--- config.mk ---
export PLATFORM = sky130hd
export DESIGN_NAME = pipe_nand
export DESIGN_NICKNAME = d
export VERILOG_FILES = /design/src/rtl/pipe_nand.sv
export SDC_FILE = /design/constraint.sdc
export NUM_CORES = 1
export LEC_CHECK = 0
export BUFFER_PORTS_ARGS = -buffer_cell sky130_fd_sc_hd__buf_2
export CAP_MARGIN = 5
export CORE_AREA = 2 2 39 41
export CTS_CLUSTER_DIAMETER = 150
export CTS_CLUSTER_SIZE = 28
export DETAILED_ROUTE_END_ITERATION = 7
export DIE_AREA = 0 0 41 43
export PLACE_DENSITY = 0.34
export SLEW_MARGIN = 15
export SYNTH_ARGS = -nofsm -noshare
export SYNTH_HDL_FRONTEND = slang
export SYNTH_HIERARCHICAL = 1
export SYNTH_SLANG_ARGS = --single-unit
--- constraint.sdc ---
create_clock -name clk -period 2.3 [get_ports clk]
set_input_delay 0.23 -clock clk [delete_from_list [all_inputs] [get_ports clk]]
set_output_delay 0.23 -clock clk [all_outputs]
set_load 0.05 [all_outputs]
--- src/rtl/pipe_nand.sv ---
// Pipelined, valid/ready flow-controlled NAND reduction across WAY groups of WIRE lanes.
// One AND-tree level per register stage; the output inversion sits after the last register.

module gate_and #(
    parameter int W = 1
) (
    input  logic [W-1:0] i_a,
    input  logic [W-1:0] i_b,
    output logic [W-1:0] o_y
);
    assign o_y = i_a & i_b;
endmodule

module gate_not #(
    parameter int W = 1
) (
    input  logic [W-1:0] i_a,
    output logic [W-1:0] o_y
);
    assign o_y = ~i_a;
endmodule

module pipe_nand #(
    parameter bit BEHAVIORAL = 1'b1,
    parameter int WAY        = 4,
    parameter int WIRE       = 1
) (
    input  logic                clk,
    input  logic                rst_n,
    input  logic                in_valid,
    output logic                in_ready,
    input  logic [WAY*WIRE-1:0] in,
    output logic                out_valid,
    input  logic                out_ready,
    output logic [WIRE-1:0]     out
);
    localparam int LEVELS = $clog2(WAY);
    localparam int PAD    = 1 << LEVELS;
    localparam int NODES  = PAD - 1;

    // Node numbering: padded inputs are nodes 0..PAD-1, stage s results follow
    // at PAD + (PAD - (PAD >> s)); r_tree holds every registered node in that order.
    logic [PAD*WIRE-1:0]       w_pad;
    logic [(2*PAD-2)*WIRE-1:0] w_src;
    logic [NODES*WIRE-1:0]     w_and;
    logic [NODES*WIRE-1:0]     r_tree;
    logic [LEVELS-1:0]         r_valid;
    logic [LEVELS-1:0]         w_adv;
    logic [WIRE-1:0]           w_last;

    if (PAD > WAY) begin : g_pad
        assign w_pad = {{((PAD - WAY) * WIRE){1'b1}}, in};
    end else begin : g_nopad
        assign w_pad = in;
    end

    if (LEVELS > 1) begin : g_src_deep
        assign w_src = {r_tree[(NODES-1)*WIRE-1:0], w_pad};
    end else begin : g_src_flat
        assign w_src = w_pad;
    end

    for (genvar s = 0; s < LEVELS; s++) begin : g_stage
        localparam int N   = PAD >> (s + 1);
        localparam int SRC = 2*PAD - 2*(PAD >> s);
        localparam int DST = PAD - (PAD >> s);
        for (genvar k = 0; k < N; k++) begin : g_node
            if (BEHAVIORAL) begin : g_beh
                assign w_and[(DST+k)*WIRE +: WIRE] =
                    w_src[(SRC+2*k)*WIRE +: WIRE] & w_src[(SRC+2*k+1)*WIRE +: WIRE];
            end else begin : g_gate
                gate_and #(.W(WIRE)) u_and (
                    .i_a (w_src[(SRC+2*k)*WIRE +: WIRE]),
                    .i_b (w_src[(SRC+2*k+1)*WIRE +: WIRE]),
                    .o_y (w_and[(DST+k)*WIRE +: WIRE])
                );
            end
        end
    end

    // Bubble-collapsing advance: a stage may load if it is empty or its successor moves.
    always_comb begin
        logic w_chain;
        w_adv   = '0;
        w_chain = out_ready;
        for (int s = LEVELS - 1; s >= 0; s--) begin
            w_chain  = ~r_valid[s] | w_chain;
            w_adv[s] = w_chain;
        end
    end

    always_ff @(posedge clk or negedge rst_n) begin
        if (!rst_n) begin
            r_tree  <= '0;
            r_valid <= '0;
        end else begin
            if (w_adv[0]) r_valid[0] <= in_valid;
            for (int s = 1; s < LEVELS; s++) begin
                if (w_adv[s]) r_valid[s] <= r_valid[s-1];
            end
            for (int s = 0; s < LEVELS; s++) begin
                for (int k = 0; k < (PAD >> (s + 1)); k++) begin
                    if (w_adv[s])
                        r_tree[(PAD - (PAD >> s) + k)*WIRE +: WIRE] <=
                            w_and[(PAD - (PAD >> s) + k)*WIRE +: WIRE];
                end
            end
        end
    end

    assign w_last    = r_tree[(NODES-1)*WIRE +: WIRE];
    assign out_valid = r_valid[LEVELS-1];
    assign in_ready  = w_adv[0];

    if (BEHAVIORAL) begin : g_out_beh
        assign out = ~w_last;
    end else begin : g_out_gate
        gate_not #(.W(WIRE)) u_not (
            .i_a (w_last),
            .o_y (out)
        );
    end

endmodule

==> metrics.csv <==
metric,value,unit
cts.sinks,5,
cts_htree_levels,1,
tightestPinTransition,0.250,ns
cts_resized,0,
finalCritPeriodShare,54.6,%
drt_iter0_markers,1,
post_cts_buffers,0,
p_leak,0.000171,µW
critPathBufInv,1,
worstPathRequired,2.07,ns
crit_family,flip-flops,
ys_seq_area_share,57.5,%
antennaDiodeCount,0,
via_per_inst,3.59,
cts_tree,done,
drtAntennaViolNets,0,
pre_cts_ws,1.29,ns
yosysUniqueCellTypes,8,
grt_setup_unrepaired,no,
die_area,1760,µm²
period_needed,1.25,ns
wl_per_cell,9.43,µm
peakVddDrop,0.128,mV
fillers,157,
core_area,1380,µm²
syn_nets,26,
synth_warnings,6,
cp_max_fo,4,
worstSkewPairLatency,0.23,ns
final_cell_mix,"buf_2 (10), dfrtp_1 (5)",
crit_type,flop to primary output,
hold_viol_final,0,
status,"complete, no violations",
area_growth_syn_to_layout,48.9,%
crit_path_end_kind,primary output,
fin_area,324,µm²
clock-root-buffer,clkbuf_4,
routed_wl,462,µm
grt_overflow,0,
fmax,797,MHz
chipWidth,41,µm
synth_area_per_cell,12.1,µm²
crit_chain,nand3b_4 -> buf_2,
start_util,15.7,%
first_pass_iters,2,
clockBufferDepth,2,
cp_slowest_cell,dfrtp_1,
relSlewSlack,83.4,%
antenna_found_initial,0,
rows,14,
grt_util_all_layers,8.07,%
cts_buffers,3,
grt_pass1_wl,821,µm
layout_commonest_cell,buf_2,
crit_arrival,1.02,ns
p_per_area,738,nW/µm²
grt_max_degree,6,
report.final.setup_viol,0,
layout-drive-gt1-share,42.4,%
die_y,43,µm
yosys_register_bits,5,
netlist_area,218,µm²
regToRegSetupSlack,1.37,ns
ios,11,
fin_tns_setup,0,ns
grt_pass1_vias,212,
nNetsFinal,42,
drv_cap,0,
via_count,176,
hold_class,input port to flop,
maxSlewViolCount,0,
path_clk_slew,0.04,ns
setup_ws,1.05,ns
syn_inst,18,
numPortBuffers,10,
place_area,288,µm²
skew,0.000386,ns
drc,0,
globalplace.congestion,0.555,
startpoint_type,flop,
slowest_delay,0.41,ns
-- cell usage after synthesis (all sizes together) --
| cell type | number | area [µm²] |
|---|---|---|
| mux2i | 3 | 30.0 |
| nand2b | 1 | 6.26 |
| nand3b | 1 | 20.0 |
| and2b | 1 | 7.51 |
| nand2 | 3 | 11.3 |
| dfrtp | 5 | 125 |
| or2 | 1 | 6.26 |
| inv | 3 | 11.3 |
-- report_power, final --
part | switching (µW) | total (µW) | leakage (µW) | internal [µW]
logic | 24.8 | 40.8 | 0.0000953 | 16.0
registers | 4.78 | 99.9 | 0.0000608 | 95.2
clock network | 33.1 | 98.5 | 0.0000150 | 65.4
-- layout make-up --
cell class / count / area [µm²] / area share [%]
Multi-Input combinational cell: 10 / 81.3 / 25.1
Timing Repair Buffer: 11 / 60.1 / 18.5
Tap cell: 16 / 20.0 / 6.18
Inverter: 3 / 11.3 / 3.47
Sequential cell: 5 / 125 / 38.6
Clock buffer: 4 / 26.3 / 8.11
-- sequential cells by signal, indices dropped and copies added (netlist names) --
register / count
r_tree: 3
r_valid: 2
-- metrics by stage --
step	util (%)	total power, µW	instances	hold WS (ns)
floorplan	-	127	18	-0.0656
global placement	20.8	141	44	0.0520
detailed placement	20.8	142	44	0.0560
CTS	23.4	246	49	0.202
global route	23.4	258	49	0.204
finish	23.4	239	49	0.201
-- path summary, 6_finish.rpt --
path,start,to,cells after the start
max,r_valid[1]$_DFFE_PN0P_,in_ready,2
min reg2reg,r_tree[1]$_DFFE_PN0P_,r_tree[2]$_DFFE_PN0P_,2
min,in_valid,r_valid[0]$_DFFE_PN0P_,2
max reg2reg,r_valid[1]$_DFFE_PN0P_,r_valid[1]$_DFFE_PN0P_,2
min in group asynchronous,rst_n,r_valid[0]$_DFFE_PN0P_,2
max in group asynchronous,rst_n,r_tree[2]$_DFFE_PN0P_,2
-- routing by layer --
layer  GRT usage, %  wire (µm)  up-vias
li1               -          -       86
met1           6.86        153       80
met2           11.6        228       10
met3           6.81         79        0
met4           6.00          0        0
met5              0          0        -
-- worst reg2reg max path, cell delays in order, from the launching register on --
cell     delay, ns
dfrtp_1       0.41
and2b_1       0.20
or2_1         0.21
-- logic make-up (layout without fill, tap and decap cells) --
family,count (synthesis),after routing,synth area share [%]
buffers and inverters,3,18,5.17
AND/OR/NAND/NOR,7,7,23.6
multiplexers,3,3,13.8
flip-flops,5,5,57.5
-- what timing repair did --
action                                  in CTS  in global routing
endpoints found under the setup margin       0                  0
hold buffers                                 1                  0
hold endpoints to repair                     5                  0
Note: power is estimated with default switching activity, not from simulation.
